--- src/rtl/mem_access_ctrl.sv ---
// Memory access controller: JTAG command stream to dual-port RAM, plus an
// independent manual browse pointer whose data is refreshed in idle RAM cycles.
`timescale 1ns/1ps
module mem_access_ctrl #(
  parameter int DATA_WIDTH = 8,
  parameter int ADDR_WIDTH = 16,
  parameter int DEPTH      = 2**ADDR_WIDTH,
  parameter int LEN_WIDTH  = 8,
  parameter int RD_LATENCY = 1,
  parameter bit AUTO_INC   = 1'b1
) (
  input  logic                  clk,
  input  logic                  reset,
  input  logic                  cmd_valid,
  output logic                  cmd_ready,
  input  logic [1:0]            cmd_op,
  input  logic [ADDR_WIDTH-1:0] cmd_addr,
  input  logic [DATA_WIDTH-1:0] cmd_data,
  input  logic [LEN_WIDTH-1:0]  cmd_len,
  output logic                  rsp_valid,
  output logic [ADDR_WIDTH-1:0] rsp_addr,
  output logic [DATA_WIDTH-1:0] rsp_data,
  output logic [ADDR_WIDTH-1:0] cur_addr,
  output logic                  busy,
  output logic                  addr_err,
  input  logic                  man_inc,
  input  logic                  man_dec,
  output logic [ADDR_WIDTH-1:0] man_addr,
  output logic [DATA_WIDTH-1:0] man_data,
  output logic                  man_valid,
  output logic [ADDR_WIDTH-1:0] ram_wraddress,
  output logic [ADDR_WIDTH-1:0] ram_rdaddress,
  output logic [DATA_WIDTH-1:0] ram_data,
  output logic                  ram_wren,
  input  logic [DATA_WIDTH-1:0] ram_q
);

  localparam logic [2:0] ST_IDLE      = 3'd0;
  localparam logic [2:0] ST_WRITE     = 3'd1;
  localparam logic [2:0] ST_FILL      = 3'd2;
  localparam logic [2:0] ST_READ_WAIT = 3'd3;
  localparam logic [2:0] ST_MAN_WAIT  = 3'd4;

  localparam logic [1:0] OP_SETADDR = 2'b00;
  localparam logic [1:0] OP_WRITE   = 2'b01;
  localparam logic [1:0] OP_READ    = 2'b10;
  localparam logic [1:0] OP_FILL    = 2'b11;

  localparam logic [ADDR_WIDTH:0]   DEPTH_EXT = (ADDR_WIDTH+1)'(DEPTH);
  localparam logic [ADDR_WIDTH-1:0] LAST_ADDR = ADDR_WIDTH'(DEPTH - 1);
  localparam logic [ADDR_WIDTH-1:0] ADDR_ONE  = ADDR_WIDTH'(1);
  localparam logic [LEN_WIDTH-1:0]  LEN_ONE   = LEN_WIDTH'(1);
  localparam logic [1:0]            LAT_LAST  = 2'(RD_LATENCY - 1);

  logic [2:0]            state_q, state_d;
  logic [ADDR_WIDTH-1:0] cur_addr_q, cur_addr_d;
  logic [DATA_WIDTH-1:0] wr_data_q, wr_data_d;
  logic [LEN_WIDTH-1:0]  fill_cnt_q, fill_cnt_d;
  logic [1:0]            lat_cnt_q, lat_cnt_d;
  logic                  rsp_valid_q, rsp_valid_d;
  logic [ADDR_WIDTH-1:0] rsp_addr_q, rsp_addr_d;
  logic [DATA_WIDTH-1:0] rsp_hold_q, rsp_hold_d;
  logic                  addr_err_q, addr_err_d;
  logic [ADDR_WIDTH-1:0] man_addr_q, man_addr_d;
  logic [DATA_WIDTH-1:0] man_data_q, man_data_d;
  logic                  man_valid_q, man_valid_d;
  logic                  pending_q, pending_d;
  logic [ADDR_WIDTH-1:0] launch_addr_q, launch_addr_d;
  logic                  man_cap_q, man_cap_d;

  logic cmd_accept;
  logic refresh_start;
  logic host_wr;
  logic inc_only;
  logic dec_only;
  logic man_move;

  function automatic logic [ADDR_WIDTH-1:0] next_addr(input logic [ADDR_WIDTH-1:0] a);
    if (!AUTO_INC) return a;
    if (a == LAST_ADDR) return '0;
    return a + ADDR_ONE;
  endfunction

  assign cmd_accept    = cmd_valid && (state_q == ST_IDLE);
  assign refresh_start = !cmd_valid && pending_q && (state_q == ST_IDLE);
  assign host_wr       = (state_q == ST_WRITE) || (state_q == ST_FILL);
  assign inc_only      = man_inc && !man_dec;
  assign dec_only      = man_dec && !man_inc;
  assign man_move      = (inc_only && (man_addr_q != LAST_ADDR)) ||
                         (dec_only && (man_addr_q != '0));

  // Host command FSM; the read-response advance is applied first so a
  // SETADDR accepted in the response cycle overrides it.
  always_comb begin
    state_d       = state_q;
    cur_addr_d    = cur_addr_q;
    wr_data_d     = wr_data_q;
    fill_cnt_d    = fill_cnt_q;
    lat_cnt_d     = lat_cnt_q;
    rsp_valid_d   = 1'b0;
    rsp_addr_d    = rsp_addr_q;
    rsp_hold_d    = rsp_hold_q;
    addr_err_d    = addr_err_q;
    launch_addr_d = launch_addr_q;
    man_cap_d     = 1'b0;

    if (rsp_valid_q) begin
      cur_addr_d = next_addr(cur_addr_q);
      rsp_hold_d = ram_q;
    end

    case (state_q)
      ST_IDLE: begin
        if (cmd_accept) begin
          case (cmd_op)
            OP_SETADDR: begin
              if ({1'b0, cmd_addr} < DEPTH_EXT) cur_addr_d = cmd_addr;
              else addr_err_d = 1'b1;
            end
            OP_WRITE: begin
              wr_data_d = cmd_data;
              state_d   = ST_WRITE;
            end
            OP_READ: begin
              lat_cnt_d = LAT_LAST;
              state_d   = ST_READ_WAIT;
            end
            default: begin
              wr_data_d  = cmd_data;
              fill_cnt_d = cmd_len;
              state_d    = ST_FILL;
            end
          endcase
        end else if (refresh_start) begin
          launch_addr_d = man_addr_q;
          lat_cnt_d     = LAT_LAST;
          state_d       = ST_MAN_WAIT;
        end
      end
      ST_WRITE: begin
        cur_addr_d = next_addr(cur_addr_q);
        state_d    = ST_IDLE;
      end
      ST_FILL: begin
        cur_addr_d = next_addr(cur_addr_q);
        if (fill_cnt_q == '0) state_d = ST_IDLE;
        else fill_cnt_d = fill_cnt_q - LEN_ONE;
      end
      ST_READ_WAIT: begin
        if (lat_cnt_q == 2'd0) begin
          rsp_valid_d = 1'b1;
          rsp_addr_d  = cur_addr_q;
          state_d     = ST_IDLE;
        end else begin
          lat_cnt_d = lat_cnt_q - 2'd1;
        end
      end
      ST_MAN_WAIT: begin
        if (lat_cnt_q == 2'd0) begin
          man_cap_d = 1'b1;
          state_d   = ST_IDLE;
        end else begin
          lat_cnt_d = lat_cnt_q - 2'd1;
        end
      end
      default: state_d = ST_IDLE;
    endcase
  end

  // Browse pointer; invalidation is evaluated last so it beats a capture in
  // the same cycle and forces another refresh.
  always_comb begin
    man_addr_d  = man_addr_q;
    man_data_d  = man_data_q;
    man_valid_d = man_valid_q;
    pending_d   = pending_q;

    if (refresh_start) pending_d = 1'b0;

    if (man_cap_q && !pending_q && (man_addr_q == launch_addr_q)) begin
      man_data_d  = ram_q;
      man_valid_d = 1'b1;
    end

    if (man_move) begin
      man_addr_d  = inc_only ? (man_addr_q + ADDR_ONE) : (man_addr_q - ADDR_ONE);
      pending_d   = 1'b1;
      man_valid_d = 1'b0;
    end

    if (host_wr) begin
      pending_d   = 1'b1;
      man_valid_d = 1'b0;
    end
  end

  always_ff @(posedge clk) begin
    if (reset) begin
      state_q       <= ST_IDLE;
      cur_addr_q    <= '0;
      wr_data_q     <= '0;
      fill_cnt_q    <= '0;
      lat_cnt_q     <= '0;
      rsp_valid_q   <= 1'b0;
      rsp_addr_q    <= '0;
      rsp_hold_q    <= '0;
      addr_err_q    <= 1'b0;
      man_addr_q    <= '0;
      man_data_q    <= '0;
      man_valid_q   <= 1'b0;
      pending_q     <= 1'b1;
      launch_addr_q <= '0;
      man_cap_q     <= 1'b0;
    end else begin
      state_q       <= state_d;
      cur_addr_q    <= cur_addr_d;
      wr_data_q     <= wr_data_d;
      fill_cnt_q    <= fill_cnt_d;
      lat_cnt_q     <= lat_cnt_d;
      rsp_valid_q   <= rsp_valid_d;
      rsp_addr_q    <= rsp_addr_d;
      rsp_hold_q    <= rsp_hold_d;
      addr_err_q    <= addr_err_d;
      man_addr_q    <= man_addr_d;
      man_data_q    <= man_data_d;
      man_valid_q   <= man_valid_d;
      pending_q     <= pending_d;
      launch_addr_q <= launch_addr_d;
      man_cap_q     <= man_cap_d;
    end
  end

  // The RAM's registered read word is on ram_q during the response cycle
  // itself, so it is forwarded then and held afterwards.
  assign rsp_data      = rsp_valid_q ? ram_q : rsp_hold_q;
  assign rsp_valid     = rsp_valid_q;
  assign rsp_addr      = rsp_addr_q;
  assign cmd_ready     = (state_q == ST_IDLE);
  assign busy          = (state_q != ST_IDLE);
  assign cur_addr      = cur_addr_q;
  assign addr_err      = addr_err_q;
  assign man_addr      = man_addr_q;
  assign man_data      = man_data_q;
  assign man_valid     = man_valid_q;
  assign ram_wraddress = cur_addr_q;
  assign ram_data      = wr_data_q;
  assign ram_wren      = host_wr;
  assign ram_rdaddress = (state_q == ST_READ_WAIT) ? cur_addr_q : man_addr_q;

endmodule

--- config.mk ---
export PLATFORM = sky130hd
export DESIGN_NAME = mem_access_ctrl
export DESIGN_NICKNAME = d
export VERILOG_FILES = /design/src/rtl/mem_access_ctrl.sv
export SDC_FILE = /design/constraint.sdc
export NUM_CORES = 1
export LEC_CHECK = 0
export ABC_AREA = 1
export CAP_MARGIN = 5
export CORE_AREA = 2 2 151 153
export CTS_CLUSTER_DIAMETER = 80
export DETAILED_ROUTE_END_ITERATION = 12
export DIE_AREA = 0 0 153 155
export GPL_TIMING_DRIVEN = 0
export PLACE_DENSITY = 0.48
export SYNTH_ARGS = -nofsm -noshare
export SYNTH_HDL_FRONTEND = slang
export SYNTH_SLANG_ARGS = --single-unit
--- constraint.sdc ---
create_clock -name clk -period 5.3 [get_ports clk]
set_input_delay 1.06 -clock clk [delete_from_list [all_inputs] [get_ports clk]]
set_output_delay 1.06 -clock clk [all_outputs]
set_load 0.005 [all_outputs]
==> results.yml, run 1 <==
cells_and_area:
  nets: 1232
  final_layout_size_suffix_gt1_frac: 0.0737
  final_common_cell: "nand2_1"
  nFillCells: 2391
  register_area_sq_um: 2100
  area_delta_synth_final_pct: 33.2
  num_antenna_cells: 0
  multiInputGateArea_sq_um: 3670
  final_cell_mix: "nand2_1, clkdlybuf4s50_1, nor2_1, dfxtp_1, inv_1"
power:
  clkPwrFrac: 0.229
  power_density_nw_per_um2: 319
  vdd_drop_max_mv: 0.156
  p_comb_frac: 0.404
  fin_total_pwr_mw: 2.78
  p_sw_frac: 0.387
  p_sw_mw: 1.07
  seq_power_share: 0.367
  p_leak_nw: 3.72
  cellInternalPower_mw: 1.70
timing:
  relSlewSlack: 0.405
  fin_skew_ns: 0.00821
  worst_pin_slew_ns: 0.893
  drv_slew: 0
  finalCriticalPeriod_ns: 3.50
  fin_crit_sh: 0.661
  rsz0062_at_grt: "false"
  hold_viol: 0
  max_freq_mhz: 285
  setup_violations: 0
  finalSetupTns_ns: 0
worst_setup_path:
  crit_slowest_cell: "clkdlybuf4s50_1"
  cpMostUsedCell: "inv_1"
  critPathKind: "input port to flop"
  start_kind: "input port"
  reg2reg_slack_ns: 3.16
  critPathMaxFanout: 15
  r2r-start: "cur_addr[1]"
  r2r_end: "cur_addr[3]"
  cp-end-kind: "flop"
  cp.required_ns: 5.59
  cp_top_family: "buffers and inverters"
  crit_path_cell_trace: "clkdlybuf4s50_1, inv_1, nor2_1, inv_1, ha_1, inv_1, o21bai_1, nor2_1, nand2_1, a21oi_1, or2_2, nand3_1, nand3_1, inv_1"
  crit_arrival_ns: 3.79
  r2r_cells: 9
  slowest_delay_ns: 0.46
  crit_buf_inv: 5
synthesis:
  syn_avg_cell_area_sq_um: 6.54
  synth-main-ff-cell: "dfxtp_1"
  netlist_area_sq_um: 6520
  ys.warnings.count: 0
  synth_edf_count: 0
  synth_cell_types: 45
  synth-async-reset-ratio: 0
  mappedNetlistNets: 1067
  ys_seq_area_frac: 0.322
  ys_ff_latch: 105
  syn_inst: 997
worst_hold_path:
  min_path_cells: 2
  hold_start: "man_valid"
  min_path_type: "flop to flop"
  min_to: "man_valid"
die:
  die-area_sq_um: 23700
  ios: 157
  die_x_microns: 153
  row_count: 55
  core_area_sq_um: 22200
  die_height_microns: 155
  start_util: 0.293
cts:
  ctsHoldBuffers: 0
  clock_latency_ns: 0.35
  cts-resized-gates: 0
  clock_path_buffers: 2
  cts_buffers: 9
  cts_tree: "built"
  clockRootBuffer: "clkbuf_16"
  clock-sinks: 105
  clkTransAtPathRegs_ns: 0.07
  post_cts_buffers: 0
  h-tree-depth: 3
placed_design:
  gp_congestion: 0.878
  io_buffer_count: 154
  dp_hpwl_mm: 18.3
outcome:
  status: "finished clean"
routing:
  drtPass1Iterations: 5
  drc: 0
  wirelength_mm: 23.6
  viasPerCell: 4.76
  ant_nets: 0
  avgRoutedWirePerCell_microns: 16.2
  routed-via-count: 6906
  drt_iter0_markers: 365
flow_run:
  maxCapViolations: 0
global_route:
  grt_usage: 0.197
  grt_overflow_total: 0
  antenna_found_initial: 0
  grt_pass1_wl_mm: 36.9
  grt_max_degree: 17
  first_global_vias: 6666
-- metrics by stage --
stage | cell area [sq um] | hold WS, ns | util | instances | setup slack (ns)
after floorplan | 6520 | 0.438 | - | 997 | 2.35
after CTS | 8690 | 0.454 | 0.391 | 1452 | 1.77
after detailed placement | 8420 | 0.443 | 0.379 | 1436 | 1.42
final | 8690 | 0.449 | 0.391 | 1452 | 1.80
after global placement | 8420 | 0.435 | 0.379 | 1436 | 1.42
after global routing | 8690 | 0.465 | 0.391 | 1452 | 1.56
-- cell type report --
type                       count  share of cell area
buffer                        53              0.0377
clock buffer                  12              0.0272
clock inverter                 4             0.00346
inverter                     114              0.0493
multi-input combinational    725               0.422
sequential                   105               0.242
tap                          285              0.0410
timing repair buffer         154               0.177
-- tightest hold or removal path, stage by stage (launching register included) --
cell	delay, ns
dfxtp_1	0.31
inv_1	0.04
a21oi_1	0.05
-- power by group through the flow --
stage | Combinational [mW] | Sequential (mW) | Clock, mW
2_1_floorplan | 0.690 | 0.994 | 0
3_3_place_gp | 1.13 | 1.03 | 0
3_5_place_dp | 1.12 | 1.03 | 0
4_1_cts | 1.13 | 1.02 | 0.653
5_1_grt | 1.26 | 1.03 | 0.687
6_report | 1.12 | 1.02 | 0.636
-- synth_stat cells, drive strengths merged, types with 2 or more instances --
library cell	number	area share
o21bai	6	0.0069
a21oi	68	0.053
o31ai	2	0.0044
o21ai	108	0.083
nand2	230	0.14
o2111ai	2	0.0027
nor3b	3	0.0058
nand3b	3	0.0035
clkbuf	18	0.010
a31oi	9	0.0086
or2	2	0.0019
nor3	9	0.010
nand3	76	0.060
dfxtp	105	0.32
o211ai	2	0.0023
nor4	2	0.0019
o22ai	3	0.0029
xor2	14	0.019
nor2	139	0.085
buf	35	0.040
inv	114	0.066
nand4	16	0.019
ha	22	0.042
xnor2	5	0.0067
-- cell families (layout without fill, tap and decap cells) --
| family | after synthesis | after routing | share of synthesized area |
|---|---|---|---|
| AND/OR/NAND/NOR | 480 | 480 | 0.324 |
| AO/OA/AOI/OAI | 202 | 202 | 0.166 |
| buffers and inverters | 167 | 337 | 0.116 |
| flip-flops | 105 | 105 | 0.322 |
| adder cells (fa/ha/maj) | 23 | 23 | 0.0453 |
| XOR/XNOR | 19 | 19 | 0.0255 |
| other | 1 | 1 | 0.000575 |
-- sequential cells by signal, indices dropped and copies added (netlist names), 2 cells and up --
signal and cells:
lat_cnt_q 2, man_data 8, launch_addr_q 16, fill_cnt_q 8
rsp_addr 16, cur_addr 16, state_q 3, ram_data 8
man_addr 16, rsp_hold_q 8
-- layer usage --
| metal | share of wire | routed length, microns | track usage | vias up |
|---|---|---|---|---|
| li1 | - | - | - | 3560 |
| met1 | 0.47 | 11000 | 0.260 | 3175 |
| met5 | 0 | 0 | 0 | - |
| met3 | 0.037 | 875 | 0.0273 | 12 |
| met4 | 0.013 | 299 | 0.0432 | 0 |
| met2 | 0.48 | 11400 | 0.342 | 159 |
-- how the worst max path moves through the flow --
| stage | from | end | slack (ns) | cells past startpoint |
|---|---|---|---|---|
| after floorplan | man_inc | man_addr[11] | 2.35 | 13 |
| after global placement | man_inc | man_addr[11] | 1.42 | 14 |
| after detailed placement | man_inc | man_addr[11] | 1.42 | 14 |
| after CTS | man_inc | man_addr[11] | 1.77 | 14 |
| after global routing | man_inc | man_addr[11] | 1.56 | 14 |
| final | man_inc | man_addr[11] | 1.80 | 14 |
No activity file was read; power rests on OpenSTA's default activity.
==> run 2: changes to the inputs <==
--- a/config.mk
+++ b/config.mk
@@ -12,7 +12,7 @@
 export DETAILED_ROUTE_END_ITERATION = 12
 export DIE_AREA = 0 0 153 155
 export GPL_TIMING_DRIVEN = 0
-export PLACE_DENSITY = 0.48
+export PLACE_DENSITY = 0.5
 export SYNTH_ARGS = -nofsm -noshare
 export SYNTH_HDL_FRONTEND = slang
 export SYNTH_SLANG_ARGS = --single-unit
==> constraint.sdc (replaced) <==
create_clock -name clk -period 2.82 [get_ports clk]
set_input_delay 0.564 -clock clk [delete_from_list [all_inputs] [get_ports clk]]
set_output_delay 0.564 -clock clk [all_outputs]
set_load 0.005 [all_outputs]
==> results.yml, run 2 (synthesis results as in run 1) <==
outcome:
  status: "finished clean"
cts:
  post_cts_buffers: 0
  clkTransAtPathRegs_ns: 0.08
  cts_buffers: 9
  clock_path_buffers: 2
  clockRootBuffer: "clkbuf_16"
  cts_tree: "built"
  clock-sinks: 105
  clock_latency_ns: 0.36
  h-tree-depth: 3
global_route:
  antenna_found_initial: 0
  grt_usage: 0.192
  grt_max_degree: 20
  grt_overflow_total: 0
  first_global_vias: 6698
  grt_pass1_wl_mm: 36.3
die:
  die_x_microns: 153
  start_util: 0.293
  die-area_sq_um: 23700
  die_height_microns: 155
  core_area_sq_um: 22200
  row_count: 55
  ios: 157
timing:
  setup_violations: 0
  finalSetupTns_ns: 0
  rsz0062_at_grt: "false"
  fin_crit_sh: 0.953
  hold_viol: 0
  max_freq_mhz: 372
  worst_pin_slew_ns: 0.785
  fin_skew_ns: 0.00829
  relSlewSlack: 0.477
  finalCriticalPeriod_ns: 2.69
  drv_slew: 0
worst_setup_path:
  cp-end-kind: "output pin"
  critPathMaxFanout: 10
  crit_arrival_ns: 2.12
  start_kind: "flop"
  critPathKind: "flop to output pin"
  cp.required_ns: 2.26
routing:
  wirelength_mm: 22.9
  viasPerCell: 4.76
  drt_iter0_markers: 411
  routed-via-count: 6903
  drtPass1Iterations: 5
  ant_nets: 0
  drc: 0
  avgRoutedWirePerCell_microns: 15.8
placed_design:
  placedCellCount: 1436
  io_buffer_count: 154
  gp_congestion: 0.904
  dp_hpwl_mm: 17.8
worst_hold_path:
  min_path_type: "flop to flop"
cells_and_area:
  final_common_cell: "nand2_1"
  instances_no_fill: 1450
  register_area_sq_um: 2100
  num_antenna_cells: 0
  area_delta_synth_final_pct: 33.8
  final_cell_mix: "nand2_1, clkdlybuf4s50_1, nor2_1, dfxtp_1, inv_1"
  multiInputGateArea_sq_um: 3690
  nets: 1230
  final_layout_size_suffix_gt1_frac: 0.0850
  nFillCells: 2417
flow_run:
  maxCapViolations: 0
power:
  power_density_nw_per_um2: 603
  p_leak_nw: 3.75
  vdd_drop_max_mv: 0.387
run 2: changes by cell type in the layout (fill, tap and decap cells not counted), sizes merged:
cell / before / now
clkbuf: 30 / 26
clkinv: 3 / 4
clkinvlp: 1 / 0
inv: 114 / 116
run 2: final cells by class:
class,count,area share
Buffer,51,0.0373
Clock buffer,10,0.0274
Tap cell,285,0.0409
Multi-Input combinational cell,725,0.423
Sequential cell,105,0.241
Inverter,114,0.0493
Timing Repair Buffer,154,0.177
Clock inverter,6,0.00473
run 2: report_power, final:
part           switching (mW)  leakage, nW  internal, mW  total, mW
Clock                   0.617        0.143         0.628       1.25
Combinational            1.17         2.75         0.933       2.10
Sequential              0.249        0.857          1.66       1.91
Total                    2.03         3.75          3.22       5.26
run 2: metal layers:
metal,routed length (microns),global-route usage,vias up,part of all wire
li1,-,-,3564,-
met1,10600,0.248,3160,0.46
met2,11000,0.329,153,0.48
met3,834,0.0251,26,0.036
met4,521,0.0728,0,0.023
met5,0,0,-,0
run 2: what timing repair did:
item,4_1_cts,5_1_grt
hold buffers,0,0
resized for setup,8,12
setup endpoints to repair,22,19
run 2: worst max-delay path: stages (launching register included):
cell	delay [ns]
dfxtp_1	0.39
a21oi_1	0.26
inv_2	0.16
nor2_4	0.20
buf_4	0.23
clkdlybuf4s50_1	0.52
run 2: metrics by stage:
| step | area (sq um) | setup slack (ns) | hold slack, ns | utilization | power (mW) |
|---|---|---|---|---|---|
| 2_1_floorplan | 6520 | 0.362 | 0.438 | - | 3.16 |
| 3_3_place_gp | 8420 | -0.578 | 0.439 | 0.379 | 4.04 |
| 3_5_place_dp | 8420 | -0.570 | 0.452 | 0.379 | 4.03 |
| 4_1_cts | 8700 | 0.0152 | 0.462 | 0.392 | 5.28 |
| 5_1_grt | 8730 | 0.0101 | 0.491 | 0.393 | 5.63 |
| 6_report | 8730 | 0.132 | 0.455 | 0.393 | 5.26 |
run 2: path summary, 6_finish.rpt:
check | from | slack (ns) | depth (start not counted) | endpoint
worst min-delay path | man_valid | 0.46 | 2 | man_valid
worst max-delay path | state_q[0] | 0.13 | 5 | ram_wren
worst min register to register | man_valid | 0.46 | 2 | man_valid
worst max register to register | cur_addr[1] | 0.73 | 9 | cur_addr[3]
==> run 3: changes to the inputs <==
--- a/config.mk
+++ b/config.mk
@@ -6,13 +6,12 @@
 export NUM_CORES = 1
 export LEC_CHECK = 0
 export ABC_AREA = 1
-export CAP_MARGIN = 5
 export CORE_AREA = 2 2 151 153
 export CTS_CLUSTER_DIAMETER = 80
 export DETAILED_ROUTE_END_ITERATION = 12
 export DIE_AREA = 0 0 153 155
 export GPL_TIMING_DRIVEN = 0
-export PLACE_DENSITY = 0.5
+export PLACE_DENSITY = 0.48
 export SYNTH_ARGS = -nofsm -noshare
 export SYNTH_HDL_FRONTEND = slang
 export SYNTH_SLANG_ARGS = --single-unit
==> constraint.sdc (replaced) <==
create_clock -name clk -period 3.45 [get_ports clk]
set_input_delay 0.69 -clock clk [delete_from_list [all_inputs] [get_ports clk]]
set_output_delay 0.69 -clock clk [all_outputs]
set_load 0.005 [all_outputs]
==> results of run 3 <==
Same layout as run 1 (identical final DEF). Status: finished clean.
Among the figures that moved: setup slack after placement 1.42 ns -> -0.0573 ns; setup slack after layout 1.80 ns -> 0.316 ns; register-to-register setup slack 3.16 ns -> 1.31 ns; total power 2.78 mW -> 4.26 mW; worst IR drop on VDD 0.156 mV -> 0.240 mV
